[src/rtl/pulse_burst_writer.sv]
// -----------------------------------------------------------------------------
// pulse_burst_writer
//
// Purpose:
//   Turns each active edge of an asynchronous trigger pulse into a fixed-length
//   burst of FIFO writes. Write data comes from a free-running sequence counter
//   that keeps counting across bursts. FIFO full back-pressure stalls the burst
//   without limit. An edge that arrives while a burst is still running is
//   dropped and recorded in a sticky overrun flag.
//
// Parameters:
//   DATA_WIDTH  - width of FIFO_DATA and of the sequence counter (>= 2)
//   BURST_LEN   - words written per detected edge (1..65535)
//   START_VALUE - sequence counter value after reset (truncated to DATA_WIDTH)
//   ACTIVE_HIGH - 1: rising edge of PULSE_IN triggers, 0: falling edge triggers
//
// Ports:
//   CLK         in   single clock, all logic on the rising edge
//   RESETN      in   synchronous active-low reset
//   PULSE_IN    in   asynchronous trigger
//   FIFO_FULL   in   FIFO full flag, synchronous to CLK
//   FIFO_WE     out  FIFO write enable (one write per CLK edge while high)
//   FIFO_DATA   out  write data, valid whenever FIFO_WE is high
//   BUSY        out  high while a burst is in progress
//   DONE        out  single-cycle pulse when a burst completes
//   OVERRUN     out  sticky: an edge was seen while not idle
//   BURST_COUNT out  number of completed bursts, wraps 65535 -> 0
// -----------------------------------------------------------------------------
module pulse_burst_writer #(
  parameter int unsigned     DATA_WIDTH  = 32,
  parameter int unsigned     BURST_LEN   = 16,
  parameter longint unsigned START_VALUE = 64'd0,
  parameter bit              ACTIVE_HIGH = 1'b1
) (
  input  logic                  CLK,
  input  logic                  RESETN,
  input  logic                  PULSE_IN,
  input  logic                  FIFO_FULL,
  output logic                  FIFO_WE,
  output logic [DATA_WIDTH-1:0] FIFO_DATA,
  output logic                  BUSY,
  output logic                  DONE,
  output logic                  OVERRUN,
  output logic [15:0]           BURST_COUNT
);

  // FSM encoding
  localparam logic [1:0] ST_IDLE  = 2'd0;
  localparam logic [1:0] ST_BURST = 2'd1;
  localparam logic [1:0] ST_FIN   = 2'd2;

  localparam logic [DATA_WIDTH-1:0] START_C    = DATA_WIDTH'(START_VALUE);
  localparam logic [15:0]           BURST_LEN_C = 16'(BURST_LEN);
  localparam logic [DATA_WIDTH-1:0] DATA_ONE_C = DATA_WIDTH'(1);

  // Synchroniser flops rest at the inactive level so that a pulse already
  // active when reset releases still produces exactly one edge.
  localparam logic INACTIVE_C = ACTIVE_HIGH ? 1'b0 : 1'b1;

  // Synchroniser and edge-history registers
  logic s1_q;
  logic s2_q;
  logic s3_q;

  // Control and datapath registers
  logic [1:0]            state_q;
  logic [1:0]            state_d;
  logic [DATA_WIDTH-1:0] data_q;
  logic [DATA_WIDTH-1:0] data_d;
  logic [15:0]           word_cnt_q;
  logic [15:0]           word_cnt_d;
  logic [15:0]           burst_cnt_q;
  logic [15:0]           burst_cnt_d;
  logic                  overrun_q;
  logic                  overrun_d;

  // Combinational decodes
  logic pulse_edge_s;
  logic busy_s;
  logic write_s;

  // Two-flop synchroniser for PULSE_IN plus one history flop for edge detection
  always_ff @(posedge CLK) begin
    if (!RESETN) begin
      s1_q <= INACTIVE_C;
      s2_q <= INACTIVE_C;
      s3_q <= INACTIVE_C;
    end else begin
      s1_q <= PULSE_IN;
      s2_q <= s1_q;
      s3_q <= s2_q;
    end
  end

  // Edge detect on the synchronised pulse and burst-phase decodes
  always_comb begin
    pulse_edge_s = 1'b0;
    busy_s       = 1'b0;
    write_s      = 1'b0;
    if (ACTIVE_HIGH) begin
      pulse_edge_s = s2_q & ~s3_q;
    end else begin
      pulse_edge_s = ~s2_q & s3_q;
    end
    busy_s  = (state_q == ST_BURST);
    // A write happens only in the burst state when the FIFO has room.
    write_s = busy_s & ~FIFO_FULL;
  end

  // Next-state logic for the FSM, sequence counter, word counter and flags
  always_comb begin
    state_d     = state_q;
    data_d      = data_q;
    word_cnt_d  = word_cnt_q;
    burst_cnt_d = burst_cnt_q;
    overrun_d   = overrun_q;

    case (state_q)
      ST_IDLE: begin
        if (pulse_edge_s) begin
          state_d    = ST_BURST;
          word_cnt_d = BURST_LEN_C;
        end else begin
          state_d = ST_IDLE;
        end
      end

      ST_BURST: begin
        // Edges during a burst are dropped; only the sticky flag remembers.
        if (pulse_edge_s) begin
          overrun_d = 1'b1;
        end else begin
          overrun_d = overrun_q;
        end
        if (write_s) begin
          // Sequence wraps from all-ones to zero by natural overflow.
          data_d     = data_q + DATA_ONE_C;
          word_cnt_d = word_cnt_q - 16'd1;
          if (word_cnt_q == 16'd1) begin
            state_d = ST_FIN;
          end else begin
            state_d = ST_BURST;
          end
        end else begin
          // Full FIFO: hold data and count, wait indefinitely.
          state_d = ST_BURST;
        end
      end

      ST_FIN: begin
        if (pulse_edge_s) begin
          overrun_d = 1'b1;
        end else begin
          overrun_d = overrun_q;
        end
        burst_cnt_d = burst_cnt_q + 16'd1;
        state_d     = ST_IDLE;
      end

      default: begin
        state_d = ST_IDLE;
      end
    endcase
  end

  // State registers with synchronous active-low reset
  always_ff @(posedge CLK) begin
    if (!RESETN) begin
      state_q     <= ST_IDLE;
      data_q      <= START_C;
      word_cnt_q  <= 16'd0;
      burst_cnt_q <= 16'd0;
      overrun_q   <= 1'b0;
    end else begin
      state_q     <= state_d;
      data_q      <= data_d;
      word_cnt_q  <= word_cnt_d;
      burst_cnt_q <= burst_cnt_d;
      overrun_q   <= overrun_d;
    end
  end

  // Output drive: decodes of registered state, plus the full-gated write enable
  always_comb begin
    FIFO_WE     = write_s;
    FIFO_DATA   = data_q;
    BUSY        = busy_s;
    DONE        = (state_q == ST_FIN);
    OVERRUN     = overrun_q;
    BURST_COUNT = burst_cnt_q;
  end

endmodule

[config.mk]
export PLATFORM = sky130hd
export DESIGN_NAME = pulse_burst_writer
export DESIGN_NICKNAME = d
export VERILOG_FILES = /design/src/rtl/pulse_burst_writer.sv
export SDC_FILE = /design/constraint.sdc
export NUM_CORES = 1
export LEC_CHECK = 0
export CELL_PAD_IN_SITES_DETAIL_PLACEMENT = 1
export CELL_PAD_IN_SITES_GLOBAL_PLACEMENT = 2
export CORE_MARGIN = 3
export CORE_UTILIZATION = 31
export CTS_BUF_LIST = sky130_fd_sc_hd__clkbuf_16
export DETAILED_ROUTE_END_ITERATION = 8
export GPL_TIMING_DRIVEN = 0
export HOLD_SLACK_MARGIN = 0.12
export PLACE_DENSITY_LB_ADDON = 0.1
export SYNTH_ARGS = -nofsm -noshare
export SYNTH_HDL_FRONTEND = slang
export SYNTH_SLANG_ARGS = --single-unit
[constraint.sdc]
create_clock -name CLK -period 2.91 [get_ports CLK]
set_clock_uncertainty 0.2 [all_clocks]
set_input_delay 0.582 -clock CLK [delete_from_list [all_inputs] [get_ports CLK]]
set_output_delay 0.582 -clock CLK [all_outputs]
set_load 0.01 [all_outputs]
Word level (Yosys, flattened, before mapping). Cells that the tools add are included.

Output and inout bits: 52. Flip-flop bits (word level): 70. Logic and storage cells: 33.

Bitwise gates (word level): 4. Reductions and logical operators: 6. Muxes and demuxes: 7. $add $sub $neg: 3. Equality and inequality tests: 5.

Operators with widths (count): 32-bit by 1-bit adder with 32-bit output, second input constant (1); 16-bit two-way mux (2); 16-bit one-hot mux with 2 select lines (1); 16-bit by 1-bit adder with 16-bit output, second input constant (1); 16-bit by 1-bit equality test with 1-bit output, second input constant (1); 16-bit by 1-bit subtractor with 16-bit output, second input constant (1); 2-bit two-way mux (2); 2-bit inequality test, second input constant (2); 2-bit one-hot mux with 2 select lines (1); 2-bit AND reduction (2); 3-bit AND reduction (1); 1-bit AND (2); 2-bit by 1-bit equality test with 1-bit output, second input constant (1); 2-bit equality test, second input constant (1); 2-bit zero test (1); 1-bit NOT (2); 2-bit nonzero test (1); 2-bit OR reduction (1); 1-bit two-way mux (1).

Logic depth before layout (Yosys ltp).
Depth after elaboration: 4. Gate-level depth with buffers: 8. Gate-level depth less buffers: 6.

Worst setup path after synthesis. Ideal clock, no wire load.

Path type: reg2reg. Start: register state_q[1]. End: register data_q[20] (netlist: FIFO_DATA[20]). Setup time: 0.072 ns. Cell stages (with the launch flop): 9. Required time: 2.638 ns. Period minus slack after synthesis: 2.397 ns. Buffers on the path: 2. Arrival time: 2.125 ns. Setup slack: 0.513 ns. Cells stage by stage: dfxtp_1 > inv_1 > ha_1 > nand3b_1 > or3_1 > clkbuf_1 > clkbuf_1 > nor4_1 > mux2i_1.

Cells in the longest elaborated chain, start to end: 3.

Ends and longest elaborated chain: start, declared (line 66) `logic [1:0] state_q;`; start signal, assigned (line 175) `state_q <= state_d;`; 2-bit by 1-bit equality test with 1-bit output (*) (line 105) `busy_s = (state_q == ST_BURST);`; named net BUSY (line 41) `output logic BUSY,`; 1-bit AND (line 107) `write_s = busy_s & ~FIFO_FULL;`; 2-bit AND reduction (no source line) (*); end signal, assigned (line 176) `data_q <= data_d;`; end, declared (line 68) `logic [DATA_WIDTH-1:0] data_q;`.

The timed path passes the listed nets; every way through them passes the cells marked *. A chain may end at the register's enable or synchronous reset.

Worst setup path in the final report.
Start: register state_q[1]. End: output FIFO_WE.

Cells in the longest elaborated chain, start to end: 2.

Ends and longest elaborated chain: 2-bit by 1-bit equality test with 1-bit output (line 105); 1-bit AND (line 107); end, declared (line 39) `output logic FIFO_WE,`.

No other way between the ends.

==> flow_metrics.env <==
export IMPL_cpPeakStageDelay_ns=0.56
export IMPL_fin_util=0.429
export IMPL_slowest_stage="clkdlybuf4s50_1"
export IMPL_dp_worst_setup_slack_ns=-0.530
export IMPL_path_max_fanout=10
export IMPL_ctsHoldBuffers=0
export IMPL_clock_sinks=70
export IMPL_total_power_uw=2190
export IMPL_coreArea_um2=10000
export IMPL_ant_nets=0
export IMPL_max_cap_violations=0
export IMPL_synth_cell_area_um2=3250
export IMPL_internal_power_uw=1630
export IMPL_holdWs_ns=0.237
export IMPL_fp_row_count=36
export IMPL_chipHeight_um=108
export IMPL_synth_edf_count=0
export IMPL_cp_cell_sequence="inv_1 -> ha_2 -> nor2b_1 -> clkbuf_2 -> clkdlybuf4s50_1"
export IMPL_cts_tree="yes"
export IMPL_numCtsBuffers=9
export IMPL_clk_pin_slew_ns=0.06
export IMPL_final_max_slew_violation_count=0
export IMPL_first_iter_violations=83
export IMPL_status="completed"
export IMPL_first_pass_iters=4
export IMPL_yosysTopAreaCell="dfxtp_1"
export IMPL_drc=0
export IMPL_via_per_inst=5.19
export IMPL_cts_root_buf="clkbuf_16"
export IMPL_port_buffers=55
export IMPL_hpwl_um=6250
export IMPL_insertion_delay_ns=0.33
export IMPL_worst_slew_pin_slew_ns=0.650
export IMPL_grtUsageTotal=0.159
export IMPL_combPwrFrac=0.090
export IMPL_yosysWarnings=0
export IMPL_crit_required_ns=2.13
export IMPL_p_seq_frac=0.459
export IMPL_fin_crit_sh=0.926
export IMPL_leakagePower_uw=0.00138
export IMPL_areaGrowthSynthToFinish_pct=31.7
export IMPL_antenna_found_initial=0
export IMPL_avgSynthCellArea_um2=8.66
export IMPL_netlist_area_leader_share=0.431
export IMPL_min_from="s1_q$_SDFF_PN0_"
export IMPL_nets=457
export IMPL_overflow=0
export IMPL_syn_nets=387
export IMPL_hold_viol=0
export IMPL_avgRoutedWirePerCell_um=15.1
export IMPL_grt_pass1_vias=2980
export IMPL_cts_path_max_buffers=2
export IMPL_layout_common_cells="dfxtp_1, clkdlybuf4s50_1, a21oi_1"
export IMPL_worstSetupEndpointType="output pin"
export IMPL_r2r_start="FIFO_DATA[15]$_SDFFE_PN0P_"
export IMPL_ir_drop_mv=0.222
export IMPL_p_per_area_nw_per_um2=511
export IMPL_power_share_clock=0.451
export IMPL_cp_start_kind="flop"
export IMPL_crit_arrival_ns=1.91
export IMPL_p_sw_frac=0.255
export IMPL_die_w_um=108
export IMPL_rsz0062_at_grt="false"
export IMPL_synth_area_top_cells="dfxtp_1, or4_1, a21oi_1"
export IMPL_synth_distinct_cells=38
export IMPL_p_sw_uw=559
export IMPL_drive_gt1_frac=0.0665
export IMPL_synth_cells=376
export IMPL_synth_async_sr_flop_share=0
export IMPL_finalSetupViolCount=0
export IMPL_insertedDiodeCount=0
export IMPL_gp_congestion=0.770
export IMPL_grt_pass1_wl_um=15100
export IMPL_vias=3032
export IMPL_timing_final_ws_setup_ns=0.217
export IMPL_synth_seq_area_share=0.431
export IMPL_fmax_ghz=0.371
export IMPL_cp_startpoint="state_q[1]$_SDFF_PN0_"
export IMPL_routed_wl_um=8820
export IMPL_slew_headroom=0.566
export IMPL_ys_flop_type="dfxtp_1"
export IMPL_worstSetupPathType="flop to output pin"
export IMPL_layout_commonest_cell="dfxtp_1"
export IMPL_cts_htree_levels=3
export IMPL_io_pins=56
export IMPL_ys_ff_latch=70
export IMPL_grt_max_degree=13
export IMPL_start_util=0.325
export IMPL_period_needed_ns=2.69
export IMPL_dieArea_um2=11800
export IMPL_hold_path_class="flop to flop"
[final timing paths]
path | endpoint | slack [ns] | cells past startpoint
worst min-delay path | s2_q$_SDFF_PN0_ | 0.24 | 1
worst min register to register | s2_q$_SDFF_PN0_ | 0.24 | 1
worst max-delay path | FIFO_WE | 0.22 | 5
worst max register to register | FIFO_DATA[29]$_SDFFE_PN0P_ | 0.33 | 6
[worst max-delay path, delay by kind of cell (launching register included)]
| family | cells | cell delay [ns] |
|---|---|---|
| simple gates | 1 | 0.16 |
| fa+ha+maj | 1 | 0.29 |
| buf+inv | 3 | 0.82 |
| flops | 1 | 0.31 |
[flip-flops by register name, indices dropped and copies added (netlist names)]
| signal | flops |
|---|---|
| state_q | 2 |
| BURST_COUNT | 16 |
| s2_q | 1 |
| word_cnt_q | 16 |
| s3_q | 1 |
| FIFO_DATA | 32 |
| s1_q | 1 |
| OVERRUN | 1 |
[through the flow]
| step | std cells | setup TNS, ns | cell area [µm²] |
|---|---|---|---|
| 6_report | 584 | 0 | 4290 |
| 5_1_grt | 584 | 0 | 4290 |
| 4_1_cts | 581 | 0 | 4250 |
| 3_5_place_dp | 564 | -6.22 | 3970 |
| 3_3_place_gp | 564 | -6.13 | 3970 |
| 2_1_floorplan | 376 | 0 | 3250 |
[cell usage after synthesis (7+ instances only)]
cell	instances
nand2_1	22
nand3_1	13
o21ai_0	12
clkbuf_1	19
a21oi_1	35
or4_1	26
xnor2_1	15
nor4_1	7
dfxtp_1	70
xor2_1	9
ha_1	7
o31ai_1	22
inv_1	11
nand4_1	12
nor2_1	30
or3_1	16
[what timing repair did]
action	4_1_cts	5_1_grt
resized for setup	2	8
hold endpoints to repair	0	0
setup buffers	1	3
endpoints found under the setup margin	10	13
[logic make-up after synthesis]
logic type | synth area share
simple gates | 0.277
compound gates | 0.143
flops | 0.431
buf+inv | 0.0419
xor+xnor | 0.0646
fa+ha+maj | 0.0269
mux | 0.0154
[cell type report]
| type | instances | area, µm² |
|---|---|---|
| well taps | 133 | 166 |
| inverters | 12 | 45.0 |
| fillers | 1186 | 5710 |
| flip-flops and latches | 70 | 1400 |
| clock inverters | 7 | 41.3 |
| multi-input cells | 272 | 1730 |
| repair buffers | 59 | 583 |
| clock buffers | 9 | 225 |
| plain buffers | 22 | 97.6 |
[power groups by stage]
stage / clock network [µW] / registers [µW] / logic [µW]
detailed placement: 0 / 1030 / 198
CTS: 1020 / 1010 / 200
global placement: 0 / 1020 / 193
global route: 1070 / 1010 / 222
finish: 988 / 1010 / 197
floorplan: 0 / 1020 / 144
[routing by layer]
| metal | track usage | part of all wire | vias up |
|---|---|---|---|
| li1 | - | - | 1527 |
| met1 | 0.212 | 0.49 | 1457 |
| met2 | 0.259 | 0.47 | 43 |
| met3 | 0.0394 | 0.035 | 5 |
| met4 | 0.0424 | 0.0074 | 0 |
| met5 | 0 | 0 | - |
Power figures use the tool's default switching activity.
